## src/rtl/eth_tx_pkg.sv

```systemverilog
// Shared constants for the MII frame transmitter: state encoding, preamble
// nibbles and the reflected CRC-32 step used when the FCS is appended.
package eth_tx_pkg;

  typedef enum logic [1:0] {
    ST_IDLE = 2'd0,
    ST_PRE  = 2'd1,
    ST_DATA = 2'd2,
    ST_GAP  = 2'd3
  } state_e;

  localparam logic [3:0]  PREAMBLE_NIBBLE    = 4'h5;
  localparam logic [3:0]  SFD_HI_NIBBLE      = 4'hD;
  localparam logic [31:0] CRC32_POLY         = 32'hEDB88320;
  localparam logic [31:0] CRC32_RESIDUE_INIT = 32'hFFFFFFFF;
  localparam int          PRE_CYCLES         = 16;
  localparam int          FCS_NIBBLES        = 8;

  // Reflected CRC-32 advanced by one nibble, least-significant bit first.
  function automatic logic [31:0] crc32_step_nibble(input logic [31:0] crc,
                                                    input logic [3:0]  nib);
    logic [31:0] c;
    c = crc ^ {28'd0, nib};
    for (int i = 0; i < 4; i++) begin
      c = c[0] ? ((c >> 1) ^ CRC32_POLY) : (c >> 1);
    end
    return c;
  endfunction

endpackage

```

## src/rtl/crc32_nibble.sv

```systemverilog
// Registered CRC-32 accumulator fed one nibble per enabled cycle; crc_next is
// the combinational value the register would take with the current nibble.
module crc32_nibble
  import eth_tx_pkg::*;
(
  input  logic        clk,
  input  logic        rst_n,
  input  logic        clear,
  input  logic        en,
  input  logic [3:0]  nibble,
  output logic [31:0] crc_next
);

  logic [31:0] crc_q, crc_d;

  always_comb begin
    crc_next = crc32_step_nibble(crc_q, nibble);
    crc_d    = crc_q;
    if (clear) begin
      crc_d = CRC32_RESIDUE_INIT;
    end else if (en) begin
      crc_d = crc_next;
    end
  end

  always_ff @(posedge clk or negedge rst_n) begin
    if (!rst_n) begin
      crc_q <= CRC32_RESIDUE_INIT;
    end else begin
      crc_q <= crc_d;
    end
  end

endmodule

```

## src/rtl/read_ram_controller.sv

```systemverilog
// Streams a byte range of the frame RAM onto MII: preamble+SFD, payload low
// nibble first, then an inter-frame gap. READ_RAM_CONTROLLER_FCS_EN appends CRC-32.
module read_ram_controller
  import eth_tx_pkg::*;
#(
  parameter int ADDR_W     = 11,
  parameter int IFG_CYCLES = 24
) (
  input  logic              clk,
  input  logic              reset,
  input  logic              start,
  input  logic [ADDR_W-1:0] start_addr,
  input  logic [ADDR_W:0]   byte_cnt,
  output logic              ram_en,
  output logic [ADDR_W-1:0] ram_addr,
  input  logic [7:0]        ram_data_out,
  output logic [3:0]        MII,
  output logic              MII_EN,
  output logic              busy,
  output logic              eth_finish,
  output logic [1:0]        FSM_state
);

  localparam int               LEN_W   = ADDR_W + 1;
  localparam int               CNT_W   = 8;
  localparam logic [LEN_W-1:0] MAX_LEN = LEN_W'(2**ADDR_W);

  state_e            state_q, state_d;
  logic [CNT_W-1:0]  cnt_q, cnt_d;
  logic [ADDR_W-1:0] addr_q, addr_d;
  logic [LEN_W-1:0]  len_q, len_d;
  logic [ADDR_W-1:0] idx_q, idx_d;
  logic              hi_q, hi_d;
  logic [3:0]        byte_hi_q, byte_hi_d;
  logic [3:0]        mii_q, mii_d;
  logic              mii_en_q, mii_en_d;
  logic              ram_en_q, ram_en_d;
  logic [ADDR_W-1:0] ram_addr_q, ram_addr_d;
  logic              finish_q, finish_d;
  logic              frame_done;
  logic              last_byte;

`ifdef READ_RAM_CONTROLLER_FCS_EN
  logic        fcs_q, fcs_d;
  logic [31:0] fcs_sr_q, fcs_sr_d;
  logic [31:0] crc_next;
  logic [31:0] crc_fin;

  crc32_nibble u_crc (
    .clk      (clk),
    .rst_n    (reset),
    .clear    (state_q == ST_PRE),
    .en       ((state_q == ST_DATA) && !fcs_q),
    .nibble   (mii_q),
    .crc_next (crc_next)
  );
`endif

  // start is a one-cycle request with no ready: it is honoured only when
  // FSM_state is IDLE and silently dropped otherwise (callers watch busy).
  always_comb begin
    state_d    = state_q;
    cnt_d      = cnt_q;
    addr_d     = addr_q;
    len_d      = len_q;
    idx_d      = idx_q;
    hi_d       = hi_q;
    byte_hi_d  = byte_hi_q;
    mii_d      = mii_q;
    mii_en_d   = mii_en_q;
    ram_en_d   = 1'b0;
    ram_addr_d = ram_addr_q;
    finish_d   = 1'b0;
    frame_done = 1'b0;
    last_byte  = ({1'b0, idx_q} == (len_q - LEN_W'(1)));
`ifdef READ_RAM_CONTROLLER_FCS_EN
    fcs_d      = fcs_q;
    fcs_sr_d   = fcs_sr_q;
    crc_fin    = ~crc_next;
`endif

    unique case (state_q)
      ST_IDLE: begin
        if (start && (byte_cnt != '0)) begin
          state_d  = ST_PRE;
          cnt_d    = '0;
          addr_d   = start_addr;
          len_d    = (byte_cnt > MAX_LEN) ? MAX_LEN : byte_cnt;
          mii_d    = PREAMBLE_NIBBLE;
          mii_en_d = 1'b1;
        end
      end

      ST_PRE: begin
        if (cnt_q == CNT_W'(PRE_CYCLES - 1)) begin
          // Prefetched byte 0 is on ram_data_out now; issue the read for byte 1.
          state_d    = ST_DATA;
          idx_d      = '0;
          hi_d       = 1'b0;
          mii_d      = ram_data_out[3:0];
          byte_hi_d  = ram_data_out[7:4];
          ram_en_d   = (len_q > LEN_W'(1));
          ram_addr_d = addr_q + ADDR_W'(1);
`ifdef READ_RAM_CONTROLLER_FCS_EN
          fcs_d      = 1'b0;
`endif
        end else begin
          cnt_d = cnt_q + CNT_W'(1);
          mii_d = (cnt_q == CNT_W'(PRE_CYCLES - 2)) ? SFD_HI_NIBBLE : PREAMBLE_NIBBLE;
          if (cnt_q == CNT_W'(PRE_CYCLES - 3)) begin
            ram_en_d   = 1'b1;
            ram_addr_d = addr_q;
          end
        end
      end

      ST_DATA: begin
`ifdef READ_RAM_CONTROLLER_FCS_EN
        if (fcs_q) begin
          if (cnt_q == CNT_W'(FCS_NIBBLES - 1)) begin
            frame_done = 1'b1;
          end else begin
            cnt_d    = cnt_q + CNT_W'(1);
            mii_d    = fcs_sr_q[7:4];
            fcs_sr_d = fcs_sr_q >> 4;
          end
        end else
`endif
        if (!hi_q) begin
          hi_d  = 1'b1;
          mii_d = byte_hi_q;
        end else if (last_byte) begin
`ifdef READ_RAM_CONTROLLER_FCS_EN
          fcs_d    = 1'b1;
          cnt_d    = '0;
          fcs_sr_d = crc_fin;
          mii_d    = crc_fin[3:0];
`else
          frame_done = 1'b1;
`endif
        end else begin
          // Byte idx+1 arrives now; fetch idx+2 if the payload still has it.
          hi_d       = 1'b0;
          idx_d      = idx_q + ADDR_W'(1);
          mii_d      = ram_data_out[3:0];
          byte_hi_d  = ram_data_out[7:4];
          ram_en_d   = (({1'b0, idx_q} + LEN_W'(2)) < len_q);
          ram_addr_d = addr_q + idx_q + ADDR_W'(2);
        end
      end

      ST_GAP: begin
        if (cnt_q == CNT_W'(IFG_CYCLES - 1)) begin
          state_d = ST_IDLE;
          cnt_d   = '0;
        end else begin
          cnt_d = cnt_q + CNT_W'(1);
        end
      end

      default: state_d = ST_IDLE;
    endcase

    if (frame_done) begin
      state_d  = ST_GAP;
      cnt_d    = '0;
      mii_d    = 4'h0;
      mii_en_d = 1'b0;
      finish_d = 1'b1;
    end
  end

  always_ff @(posedge clk or negedge reset) begin
    if (!reset) begin
      state_q    <= ST_IDLE;
      cnt_q      <= '0;
      addr_q     <= '0;
      len_q      <= '0;
      idx_q      <= '0;
      hi_q       <= 1'b0;
      byte_hi_q  <= '0;
      mii_q      <= '0;
      mii_en_q   <= 1'b0;
      ram_en_q   <= 1'b0;
      ram_addr_q <= '0;
      finish_q   <= 1'b0;
`ifdef READ_RAM_CONTROLLER_FCS_EN
      fcs_q      <= 1'b0;
      fcs_sr_q   <= '0;
`endif
    end else begin
      state_q    <= state_d;
      cnt_q      <= cnt_d;
      addr_q     <= addr_d;
      len_q      <= len_d;
      idx_q      <= idx_d;
      hi_q       <= hi_d;
      byte_hi_q  <= byte_hi_d;
      mii_q      <= mii_d;
      mii_en_q   <= mii_en_d;
      ram_en_q   <= ram_en_d;
      ram_addr_q <= ram_addr_d;
      finish_q   <= finish_d;
`ifdef READ_RAM_CONTROLLER_FCS_EN
      fcs_q      <= fcs_d;
      fcs_sr_q   <= fcs_sr_d;
`endif
    end
  end

  assign ram_en     = ram_en_q;
  assign ram_addr   = ram_addr_q;
  assign MII        = mii_q;
  assign MII_EN     = mii_en_q;
  assign eth_finish = finish_q;
  assign FSM_state  = state_q;
  assign busy       = (state_q != ST_IDLE);

endmodule

```

## config.mk

```make
export PLATFORM = sky130hd
export DESIGN_NAME = read_ram_controller
export DESIGN_NICKNAME = d
export VERILOG_FILES = /design/src/rtl/eth_tx_pkg.sv /design/src/rtl/crc32_nibble.sv /design/src/rtl/read_ram_controller.sv
export SDC_FILE = /design/constraint.sdc
export NUM_CORES = 1
export LEC_CHECK = 0
export ABC_AREA = 1
export ABC_CLOCK_PERIOD_IN_PS = 4100
export CORE_ASPECT_RATIO = 0.9
export CORE_UTILIZATION = 62
export DETAILED_ROUTE_END_ITERATION = 8
export GPL_TIMING_DRIVEN = 0
export PLACE_DENSITY = 0.82
export SLEW_MARGIN = 10
export SYNTH_ARGS = -nofsm -noshare
export SYNTH_HDL_FRONTEND = slang
export SYNTH_SLANG_ARGS = --single-unit
```

## constraint.sdc

```tcl
create_clock -name clk -period 4.1 [get_ports clk]
set_input_delay 1.23 -clock clk [delete_from_list [all_inputs] [get_ports clk]]
set_output_delay 1.23 -clock clk [all_outputs]
set_load 0.05 [all_outputs]
```

# [Word-level counts from Yosys, hierarchy flattened]
# Cells that the tools add are included.
[totals] ff_bits=67 output_inout_bits=21
[op_classes] addsub=7 n_lt_le_gt_ge=3 n_eq_ne=17 n_mux=46 n_reduce_logical=17
[op_table] operator="two-way mux 11 bit" count=7
[op_table] operator="one-hot mux 11 bit (2 select lines)" count=2
[op_table] operator="two-way mux 4 bit" count=9
[op_table] operator="two-way mux 8 bit" count=4
[op_table] operator="equality test 8 x 4 -> 1 bit (second input constant)" count=3
[op_table] operator="one-hot mux 8 bit (3 select lines)" count=1
[op_table] operator="adder 11 x 1 -> 11 bit (second input constant)" count=2
[op_table] operator="inequality test 3 bit (second input constant)" count=5
[op_table] operator="two-way mux 1 bit" count=13
[op_table] operator="adder 11 x 2 -> 12 bit (second input constant)" count=1
[op_table] operator="equality test 11 x 12 -> 1 bit" count=1
[op_table] operator="greater-than comparator 12 x 1 -> 1 bit (second input constant)" count=1
[op_table] operator="greater-than comparator 12 bit (second input constant)" count=1
[op_table] operator="< comparator 12 bit" count=1
[op_table] operator="two-way mux 12 bit" count=1
[op_table] operator="one-hot mux 4 bit (3 select lines)" count=1
[op_table] operator="AND reduction 4 bit" count=3
[op_table] operator="nonzero test 12 bit" count=1
[op_table] operator="subtractor 12 x 1 -> 12 bit (second input constant)" count=1
[op_table] operator="adder 11 bit" count=1
[op_table] operator="adder 11 x 2 -> 11 bit (second input constant)" count=1
[op_table] operator="adder 8 x 1 -> 8 bit (second input constant)" count=1
[op_table] operator="equality test 8 x 5 -> 1 bit (second input constant)" count=1
[op_table] operator="two-way mux 2 bit" count=4
[op_table] operator="13 further kinds" count=24

# [Logic depth before layout (Yosys ltp)]
[depth] depth_word=7 ltp_mapped=18 mapped_depth_nobuf=16

# [Worst setup path before layout]
# No wires, ideal clock.
[synth_timing] kind="register to output" from="register state_q[0], in the netlist FSM_state[0]" to="output busy" arrival_ns=1.346 t_required_ns=2.870 setup_slack_ns=1.524 path_stages_with_launch=4 path_cell_list="dfrtp_1 inv_1 ha_1 inv_1"
[synth_via] elab_chain_len=1
[synth_rtl] item="start, declared" line_no="read_ram_controller.sv:28" text="state_e state_q, state_d;"
[synth_rtl] item="start signal, assigned" line_no="read_ram_controller.sv:192" text="state_q <= state_d;"
[synth_rtl] item="nonzero test 2 bit" line_no="read_ram_controller.sv:217" text="assign busy = (state_q != ST_IDLE);"
[synth_rtl] item="end, declared" line_no="read_ram_controller.sv:19" text="output logic busy,"
# No other way between the ends.

# [Worst setup path in the final report]
# Ends and elaborated chain as after synthesis.

==> out/summary.txt <==
Synth Flop Type = dfrtp_1
clock sink count = 67
vias in the first global route = 4770
Pwr Total = 4.66 mW
Hold WC Path Type = reg -> reg
total gr overflow = 0
CP Max Fanout = 5
Static Leak = 3.07 nW
MaxCap Viol Count = 0
critical path endpoint category = primary output
CP Launch Type = flip-flop
gpl congestion = 0.948
I/O pins = 55
Mapped Cells = 760
core area = 0.00811 sq mm
post-route ant nets = 0
die area = 0.00882 sq mm
Post-CTS Hold Buffers = 0
Worst Path Arrival = 2010 ps
Post-DP HPWL = 11400 microns
Distinct cells, synth = 35
Total Routing Usage GR = 0.341
final net count = 904
FF+latch area = 0.00168 sq mm
Hold Violations, Final = 0
WS Path Type = reg -> out
Diodes inserted = 0
first-pass GRT wire length = 23100 microns
Pwr Density = 758 mW/mm^2
Max VDD drop = 0.539 mV
clock latency on the worst-skew pair = 360 ps
EDFF count, synth = 0
CTS root buf = clkbuf_8
count leader, synth = nand2_1
drt initial violations = 389
layout cell share with drive strength beyond 1 = 0.0517
Die Wd = 98.9 microns
htree depth = 3
initial antenna violation count = 0
area share of the leading cell type in the synthesized netlist = 0.320
post-route clock period utilization = 0.791
WHS = 476 ps
Finished Layout Cells = 930
clk slew on worst S/H paths = 80 ps
Die Height = 89.2 microns
CTS resizes = 0
Total Routed Length = 14500 microns
via density per instance = 5.73
Synth area leaders = dfrtp_1 32%, nand2_1 16%, ha_1 10%
flops & latches, synth = 67
Synth Net Count = 838
total number of vias = 5332
Cell Area, Synth = 0.00524 sq mm
row count = 31
RSZ-0062 raised after global routing = no
required time worst endpoint = 2870 ps
Post-synth top cells = 224 x nand2_1, 82 x nand3_1, 81 x inv_1
dpl ws = 823 ps
drt wl/cell = 15.6 microns
CTS tree = done
Least-Margin Pin Slew = 521 ps
Seq/Total Area, Yosys = 0.320
DRC Markers = 0
filler cell count = 648
Setup Viol. Count Final = 0
Final Slew Violations = 0
Synth area leader = dfrtp_1
final worst slack = 857 ps
Slew HR = 0.653
Initial Util = 0.646
area of the multi-input gates = 0.00312 sq mm
post-route minimum period = 3240 ps
Core Util, Final = 0.759
fraction of registers with async set/reset = 1.00
Placed Instances = 914
status = completed
Post-CTS Setup Inserts = 0
largest net degree at the start of global routing = 50
Max Freq = 0.308 GHz
PortBufs = 54
Max Buffers Root-to-Sink = 2
average size of a mapped cell = 6.89 sq um
synth warn = 0
first drt pass iteration count = 6
total CTS buffers = 9
area delta synth->final = 17.5%
Worst Skew = 14.3 ps
[routing by layer]
metal,part of all wire,up-vias,global-route usage
li1,-,2626,-
met1,0.45,2418,0.481
met2,0.43,248,0.526
met3,0.088,40,0.0602
met4,0.028,0,0.138
met5,0,-,0
[path summary, 6_finish.rpt]
path                                           from                 endpoint  slack (ps)  depth (start not counted)
setup reg to reg               idx_q[1]$_DFFE_PN0P_         ram_en$_DFF_PN0_        1240                         14
setup / recovery           FSM_state[0]$_DFFE_PN0P_                     busy         860                          4
max in group asynchronous                     reset     len_q[7]$_DFFE_PN0P_        2800                          2
min in group asynchronous                     reset  ram_addr[5]$_DFFE_PN0P_         750                          1
hold / removal              ram_addr[7]$_DFFE_PN0P_  ram_addr[7]$_DFFE_PN0P_         480                          2
hold reg to reg             ram_addr[7]$_DFFE_PN0P_  ram_addr[7]$_DFFE_PN0P_         480                          2
[layout by cell type (no fill, tap or decap), types with 2 or more instances in the layout]
| master | instances |
|---|---|
| a21oi_1 | 28 |
| a21oi_2 | 2 |
| a31oi_1 | 2 |
| buf_2 | 4 |
| buf_4 | 2 |
| buf_6 | 4 |
| bufinv_16 | 2 |
| clkbuf_1 | 10 |
| clkbuf_2 | 3 |
| clkbuf_8 | 9 |
| clkdlybuf4s50_1 | 53 |
| clkinv_1 | 2 |
| clkinv_4 | 2 |
| dfrtp_1 | 67 |
| ha_1 | 43 |
| inv_1 | 81 |
| nand2_1 | 224 |
| nand2_2 | 5 |
| nand3_1 | 82 |
| nand3b_1 | 2 |
| nand4_1 | 18 |
| nor2_1 | 65 |
| nor2_2 | 4 |
| nor3_1 | 8 |
| nor3_2 | 2 |
| o211ai_1 | 2 |
| o21ai_0 | 59 |
| xnor2_1 | 7 |
| xor2_1 | 25 |
[registers in the layout, summed over array words and instances, names as in the netlist, 2 cells and up]
signal	cells
len_q	12
addr_q	11
idx_q	11
ram_addr	11
cnt_q	8
MII	4
byte_hi_q	4
FSM_state	2
[worst max-delay path: stages, from the launching register on]
cell	delay, ps
dfrtp_1	450
inv_1	90
ha_1	240
inv_1	80
clkdlybuf4s50_1	800
[through the flow]
stage | area, sq um | setup TNS (ps)
2_1_floorplan | 5240 | 0
3_3_place_gp | 5900 | -28730
3_5_place_dp | 5930 | 0
4_1_cts | 6150 | 0
5_1_grt | 6150 | 0
6_report | 6150 | 0
[final cells by class]
| type | instances | area share |
|---|---|---|
| multi-input combinational | 588 | 0.508 |
| clock buffer | 9 | 0.0201 |
| buffer | 22 | 0.0203 |
| inverter | 83 | 0.0507 |
| timing repair buffer | 55 | 0.0919 |
| sequential | 67 | 0.273 |
| clock inverter | 7 | 0.0165 |
| tap | 99 | 0.0201 |
[power breakdown]
part | total, mW | switching, mW | internal, mW
sequential | 1.16 | 0.252 | 0.906
combinational | 2.86 | 1.92 | 0.941
clock | 0.641 | 0.293 | 0.348
total | 4.66 | 2.47 | 2.19
[logic make-up (layout without fill, tap and decap cells)]
family	Yosys count	count (layout)	share of synthesized area
adder cells (fa/ha/maj)	44	44	0.107
AND/OR/NAND/NOR	412	412	0.335
AO/OA/AOI/OAI	100	100	0.102
flip-flops	67	67	0.320
buffers and inverters	105	176	0.0834
XOR/XNOR	32	32	0.0535
(Power assumes the default switching activity.)
